**config.mk**
```make
export PLATFORM = sky130hd
export DESIGN_NAME = input_conditioner
export DESIGN_NICKNAME = d
export VERILOG_FILES = /design/src/rtl/input_conditioner.sv
export SDC_FILE = /design/constraint.sdc
export NUM_CORES = 1
export LEC_CHECK = 0
export ABC_AREA = 1
export BUFFER_PORTS_ARGS = -buffer_cell sky130_fd_sc_hd__buf_4
export CAP_MARGIN = 5
export CORE_AREA = 2 2 39 41
export DETAILED_ROUTE_END_ITERATION = 16
export DIE_AREA = 0 0 41 43
export PLACE_DENSITY = 0.44
export SYNTH_ARGS = -nofsm -noshare
export SYNTH_HDL_FRONTEND = slang
export SYNTH_SLANG_ARGS = --single-unit
```
**constraint.sdc**
```tcl
create_clock -name clk -period 1.35 [get_ports clk]
set_input_delay 0.27 -clock clk [delete_from_list [all_inputs] [get_ports clk]]
set_output_delay 0.27 -clock clk [all_outputs]
set_load 0.005 [all_outputs]
```
**src/rtl/input_conditioner.sv**
```systemverilog
// input_conditioner: per-channel synchroniser, tick-qualified debounce and
// registered edge detection for asynchronous level inputs.
module input_conditioner #(
    parameter int              WIDTH     = 1,
    parameter int              STAGES    = 2,
    parameter int              DB_CYCLES = 4,
    parameter logic [WIDTH-1:0] RESET_VAL = {WIDTH{1'b0}}
) (
    input  logic             clk,
    input  logic             reset,
    input  logic [WIDTH-1:0] indata,
    input  logic             tick,
    output logic [WIDTH-1:0] outdata,
    output logic [WIDTH-1:0] rise,
    output logic [WIDTH-1:0] fall,
    output logic             changed
);

    // Counter only needs to reach DB_CYCLES-1; keep at least one bit so the
    // bypass configuration still elaborates.
    localparam int              CNT_W    = (DB_CYCLES > 0) ? $clog2(DB_CYCLES + 1) : 1;
    localparam int              LAST     = (DB_CYCLES > 0) ? DB_CYCLES - 1 : 0;
    localparam logic [CNT_W-1:0] CNT_LAST = CNT_W'(LAST);
    localparam logic [CNT_W-1:0] CNT_ONE  = CNT_W'(1);

    logic [STAGES-1:0][WIDTH-1:0] sync_pipe;
    logic [WIDTH-1:0]             sync;
    logic [WIDTH-1:0][CNT_W-1:0]  cnt;
    logic [WIDTH-1:0][CNT_W-1:0]  cnt_nxt;
    logic [WIDTH-1:0]             out_nxt;

    assign sync = sync_pipe[STAGES-1];

    // Plain flop chain per channel, nothing between stages, for metastability settling.
    always_ff @(posedge clk or posedge reset) begin
        if (reset) begin
            sync_pipe <= {STAGES{RESET_VAL}};
        end else begin
            sync_pipe <= {sync_pipe[STAGES-2:0], indata};
        end
    end

    // Debounce decision: count ticks of sustained disagreement, commit on the last one.
    always_comb begin
        out_nxt = outdata;
        cnt_nxt = '0;
        for (int i = 0; i < WIDTH; i++) begin
            if (DB_CYCLES == 0) begin
                out_nxt[i] = sync[i];
            end else if (sync[i] != outdata[i]) begin
                if (!tick) begin
                    cnt_nxt[i] = cnt[i];
                end else if (cnt[i] < CNT_LAST) begin
                    cnt_nxt[i] = cnt[i] + CNT_ONE;
                end else begin
                    out_nxt[i] = sync[i];
                end
            end
        end
    end

    // Output level, counters and edge pulses; pulses line up with the new outdata value.
    always_ff @(posedge clk or posedge reset) begin
        if (reset) begin
            outdata <= RESET_VAL;
            cnt     <= '0;
            rise    <= '0;
            fall    <= '0;
        end else begin
            outdata <= out_nxt;
            cnt     <= cnt_nxt;
            rise    <= out_nxt & ~outdata;
            fall    <= ~out_nxt & outdata;
        end
    end

    assign changed = |(rise | fall);

endmodule

```
==> flow_summary.toml, run 1 <==
[detailed_routing]
drc_errors = 0
drt-initial-drc-count = 5
via_count = 266
wl_um = 530
drt_first_pass_iters = 4
route.detailed.wl_per_inst_um = 7.910
antenna_left = 0
via_per_inst = 3.970

[worst_setup_path]
critPathRequiredTime_ns = 1.08
arrival_ns = 0.98
critical_path_class = "register to primary output"
cp_max_fo = 2
cpPeakStageDelay_ns = 0.37
crit_chain = "or2_4 -> buf_4"
cp-start-kind = "register"
critPathCaptureType = "primary output"
cp_slowest_cell = "dfrtp_1"

[yosys]
yosysTopAreaCell = "dfrtp_1"
yosysSeqAreaShare_pct = 59.48
netlist_area_um2 = 336.6
yosysMostFrequentCell = "nand2_1"
synthesis.nets = 45
synth_edf_count = 0
yosysTopAreaCellShare_pct = 59.48
yosys-top-cells-count = "nand2_1, dfrtp_1, inv_1, nor2_1, o21ai_0"
ys_ff_latch = 8
synthFlopType = "dfrtp_1"
synth.area.top_cells = "dfrtp_1, nand2_1, inv_1, nor2_1, ha_1"
synth_cells = 40
synthArstFlopShare_pct = 100.0
yosysWarnings = 0
syn_avg_cell_area_um2 = 8.414
synth_cell_types = 9

[power]
power.density_nw_per_um2 = 1380
p_total_uw = 613.1
p_leak_nw = 0.2534
ir_drop_mv = 0.4381

[run_status]
status = "complete, no violations"

[place]
pre_cts_ws_ns = 0.3071
gp_congestion = 0.6709
dp.cells = 63
hpwl_um = 424.5
placed_cell_area_um2 = 409.1
port_buffers = 7

[sta]
rsz0062_at_grt = "false"
hold_ws_ns = 0.1282
finClkSkew_ns = 0.001581
finalSetupTns_ns = 0
fmax_mhz = 798.0
slew_headroom_pct = 79.98
layout_worst_path_cycle_share_pct = 92.83
worst_pin_slew_ns = 0.3000
hold_violations = 0
setup_ws_ns = 0.09680
fin_crit_ns = 1.253
setup_violations = 0
maxSlewViolCount = 0

[cells_and_area]
finish.net_count = 58
final_area_um2 = 444.2
antennaDiodeCount = 0
fin_util_pct = 32.10
drive_gt1_share_pct = 21.57
syn_to_final_growth_pct = 31.97
instances_no_fill = 67

[grt]
grt_pass1_vias = 221
grt_pass1_wl_um = 917
grt_max_degree = 9
grt-ovfl-total = 0
grt_util_all_layers_pct = 8.638
antenna_found_initial = 0

[floorplan]
fp.dieH_um = 43
die_x_um = 41
die_area_um2 = 1763
coreArea_um2 = 1384
rows = 14
io_pins = 8
start_util_pct = 24.32

[clock_network]
cts_setup_buffers = 0
clk_latency_ns = 0.25
cts_root_buf = "clkbuf_4"
cts_sinks = 8
clk_pin_slew_worst_paths_ns = 0.05
htreeDepth = 1
cts_buffers = 3
clock_path_buffers = 2
tritoncts = "built"

[flow_run]
maxCapViolations = 0

[min_path]
hp-class = "primary input to register"
==> repair_timing <==
item / in CTS / in global routing
setup endpoints to repair: 0 / 1
hold buffers: 1 / 0
endpoints found under the hold margin: 8 / 0
resized for setup: 0 / 1
==> sequential cells by signal, indices dropped and copies added (netlist names) <==
signal	flops
cnt	3
fall	1
outdata	1
rise	1
sync	1
sync_pipe	1
==> cell type report <==
| cell class | instances | area [um2] |
|---|---|---|
| fillers | 146 | 939.7 |
| flip-flops and latches | 8 | 200.2 |
| multi-input cells | 25 | 112.6 |
| repair buffers | 8 | 62.56 |
| inverters | 7 | 26.28 |
| clock buffers | 3 | 22.52 |
| well taps | 16 | 20.02 |
==> metal layers <==
metal	share of wire [%]	GRT usage (%)	vias up
li1	-	-	141
met1	45	11.04	114
met2	45	8.750	9
met3	7.7	4.712	2
met4	1.1	10.00	0
met5	0	0	-
==> where the power goes <==
group          leakage, nW  internal, mW  switching (mW)  total, mW
registers            0.102         0.275          0.0276      0.302
clock network       0.0138         0.101          0.0746      0.176
logic                0.138        0.0612          0.0738      0.135
total                0.253         0.437           0.176      0.613
==> worst max-delay path, delay by kind of cell, from the launching register on <==
family / cells / cell delay (ns)
flops: 1 / 0.37
buf+inv: 1 / 0.13
simple gates: 1 / 0.24
==> path summary, 6_finish.rpt <==
check / startpoint / end / slack, ns / cells past startpoint
max: fall / changed / 0.1 / 2
min: indata / sync_pipe[0] / 0.13 / 1
max reg2reg: cnt[0] / cnt[1] / 0.30 / 5
min reg2reg: sync_pipe[0] / sync / 0.35 / 0
max in group asynchronous: reset / outdata / 0.60 / 3
min in group asynchronous: reset / cnt[1] / 0.52 / 3
==> kinds of logic (layout without fill, tap and decap cells) <==
kind of cell,count (synthesis),after routing,share of synthesized area (%)
adders and majority gates,1,1,3.717
AOI/OAI and AO/OA,3,3,4.460
DFF,8,8,59.48
and+or+nand+nor,21,21,24.54
buffers and inverters,7,18,7.808
==> cells in the final DEF (no fill, tap or decap) <==
cell,netlist,final
clkbuf_4,0,3
a21oi_1,1,1
ha_1,1,1
dlygate4sd3_1,0,1
nor2_1,5,5
nand2_1,14,14
buf_4,0,7
or2_4,0,1
o21ai_0,2,2
inv_1,7,7
nand3_1,1,1
dfrtp_1,8,8
No activity file was read; power rests on OpenSTA's default activity.
==> inputs of run 2 (changes only) <==
--- a/config.mk
+++ b/config.mk
@@ -5,12 +5,12 @@
 export SDC_FILE = /design/constraint.sdc
 export NUM_CORES = 1
 export LEC_CHECK = 0
-export ABC_AREA = 1
 export BUFFER_PORTS_ARGS = -buffer_cell sky130_fd_sc_hd__buf_4
 export CAP_MARGIN = 5
 export CORE_AREA = 2 2 39 41
 export DETAILED_ROUTE_END_ITERATION = 16
 export DIE_AREA = 0 0 41 43
+export GPL_TIMING_DRIVEN = 0
 export PLACE_DENSITY = 0.44
 export SYNTH_ARGS = -nofsm -noshare
 export SYNTH_HDL_FRONTEND = slang
==> flow_summary.toml, run 2 <==
[worst_setup_path]
path_buf_inv = 1
cp-start-kind = "register"
critPathRequiredTime_ns = 1.08
path_depth = 2
cp_slowest_cell = "dfrtp_1"
cp_max_fo = 2
cp_top_family = "flip-flops"
critPathCaptureType = "primary output"
reg2regPathDepth = 2
arrival_ns = 0.99
crit_chain = "or2_4 -> buf_4"
critical_path_class = "register to primary output"
cpPeakStageDelay_ns = 0.37

[yosys]
netlist_area_um2 = 346.6
yosysMostFrequentCell = "dfrtp_1"
synth_cell_types = 16
ys_ff_latch = 8
synth_cells = 26
yosys-top-cells-count = "dfrtp_1, a211oi_1, and4b_1, mux2i_1"
synth_edf_count = 0
synth.area.top_cells = "dfrtp_1, and4b_1, mux2i_1, a211oi_1, ha_1"
yosysWarnings = 0
syn_avg_cell_area_um2 = 13.33
synthFlopType = "dfrtp_1"
yosysTopAreaCellShare_pct = 57.76
yosysSeqAreaShare_pct = 57.76
synthArstFlopShare_pct = 100.0
synthesis.nets = 31
yosysTopAreaCell = "dfrtp_1"

[clock_network]
tritoncts = "built"
clk_pin_slew_worst_paths_ns = 0.05
cts_sinks = 8
cts_buffers = 3
clock_path_buffers = 2
cts_setup_buffers = 0
htreeDepth = 1
clk_latency_ns = 0.25
cts_root_buf = "clkbuf_4"

[detailed_routing]
wl_um = 523
route.detailed.wl_per_inst_um = 9.868
via_count = 248
drc_errors = 0
drt_first_pass_iters = 2
drt-initial-drc-count = 3
via_per_inst = 4.679
antenna_left = 0

[grt]
grt_pass1_vias = 217
grt-ovfl-total = 0
grt_max_degree = 11
antenna_found_initial = 0
grt_pass1_wl_um = 821
grt_util_all_layers_pct = 7.731

[min_path]
hp-class = "primary input to register"
whs_path_depth = 1

[floorplan]
die_x_um = 41
rows = 14
io_pins = 8
coreArea_um2 = 1384
die_area_um2 = 1763
fp.dieH_um = 43
start_util_pct = 25.05

[place]
port_buffers = 7
hpwl_um = 393.5
pre_cts_ws_ns = 0.3020
gp_congestion = 0.7087

[cells_and_area]
antennaDiodeCount = 0
final_cell_mix = "buf_4, dfrtp_1, clkbuf_4"
seqCellArea_um2 = 200.2
largest_reg_flops = 3
fillCellCount = 146
regMostFlops = "cnt"
drive_gt1_share_pct = 35.14
finish.net_count = 44
syn_to_final_growth_pct = 31.05
multi_input_area_um2 = 137.6

[power]
p_total_uw = 676.2
power.density_nw_per_um2 = 1489
ir_drop_mv = 0.8854
p_leak_nw = 0.2319

[sta]
finClkSkew_ns = 0.004773
layout_worst_path_cycle_share_pct = 93.52
worst_pin_slew_ns = 0.2917
fmax_mhz = 792.0
slew_headroom_pct = 80.53
fin_crit_ns = 1.263
hold_violations = 0
rsz0062_at_grt = "false"
setup_ws_ns = 0.08742
finalSetupTns_ns = 0
maxSlewViolCount = 0
setup_violations = 0

[flow_run]
maxCapViolations = 0

[run_status]
status = "complete, no violations"
-- run 2: worst paths after layout --
check | slack [ns] | end | from
setup / recovery | 0.09 | changed | fall
hold / removal | 0.13 | sync_pipe[0] | indata
setup reg to reg | 0.30 | outdata | cnt[0]
hold reg to reg | 0.35 | sync | sync_pipe[0]
max in group asynchronous | 0.61 | sync | reset
min in group asynchronous | 0.52 | cnt[0] | reset
-- run 2: timing repair --
item | 4_1_cts | 5_1_grt
hold endpoints to repair | 8 | 0
hold buffers | 1 | 0
setup endpoints to repair | 0 | 1
resized for setup | 0 | 1
-- run 2: cells by family (layout without fill, tap and decap cells) --
family                   count (synthesis)  after routing  share of synthesized area (%)
AO/OA/AOI/OAI                            6              6                          13.36
XOR/XNOR                                 1              1                          2.528
adder cells (fa/ha/maj)                  1              1                          3.610
buffers and inverters                    2             13                          3.249
flip-flops                               8              8                          57.76
multiplexers                             2              2                          5.776
AND/OR/NAND/NOR                          6              6                          13.72
-- run 2: layout make-up --
type	count	area share, %
flip-flops and latches	8	44.08
multi-input cells	16	30.30
repair buffers	8	13.77
clock buffers	3	4.959
well taps	16	4.408
plain buffers	1	1.653
inverters	1	0.8264
-- run 2: routing by layer --
metal,up-vias,global-route usage (%),share of wire (%)
li1,121,-,-
met1,117,8.054,44
met2,10,9.688,43
met3,0,9.424,14
met4,0,2.000,0
met5,-,0,0
-- run 2: through the flow --
| step | utilization [%] | std cells | hold WS [ns] | area (um2) |
|---|---|---|---|---|
| 2_1_floorplan | - | 26 | 0.08566 | 346.6 |
| 3_3_place_gp | 30.29 | 49 | 0.2363 | 419.2 |
| 3_5_place_dp | 30.29 | 49 | 0.2378 | 419.2 |
| 4_1_cts | 32.64 | 53 | 0.1180 | 451.7 |
| 5_1_grt | 32.82 | 53 | 0.1072 | 454.2 |
| 6_report | 32.82 | 53 | 0.1274 | 454.2 |
-- run 2: power breakdown --
| group | switching (mW) | internal, mW |
|---|---|---|
| Clock | 0.0738 | 0.101 |
| Sequential | 0.0495 | 0.285 |
| Combinational | 0.0670 | 0.0999 |
| Total | 0.190 | 0.486 |
-- run 2: worst register-to-register path, cell delays in order, from the launching register on --
cell and delay (ns):
dfrtp_1 0.41, a21o_2 0.26, a32o_1 0.26
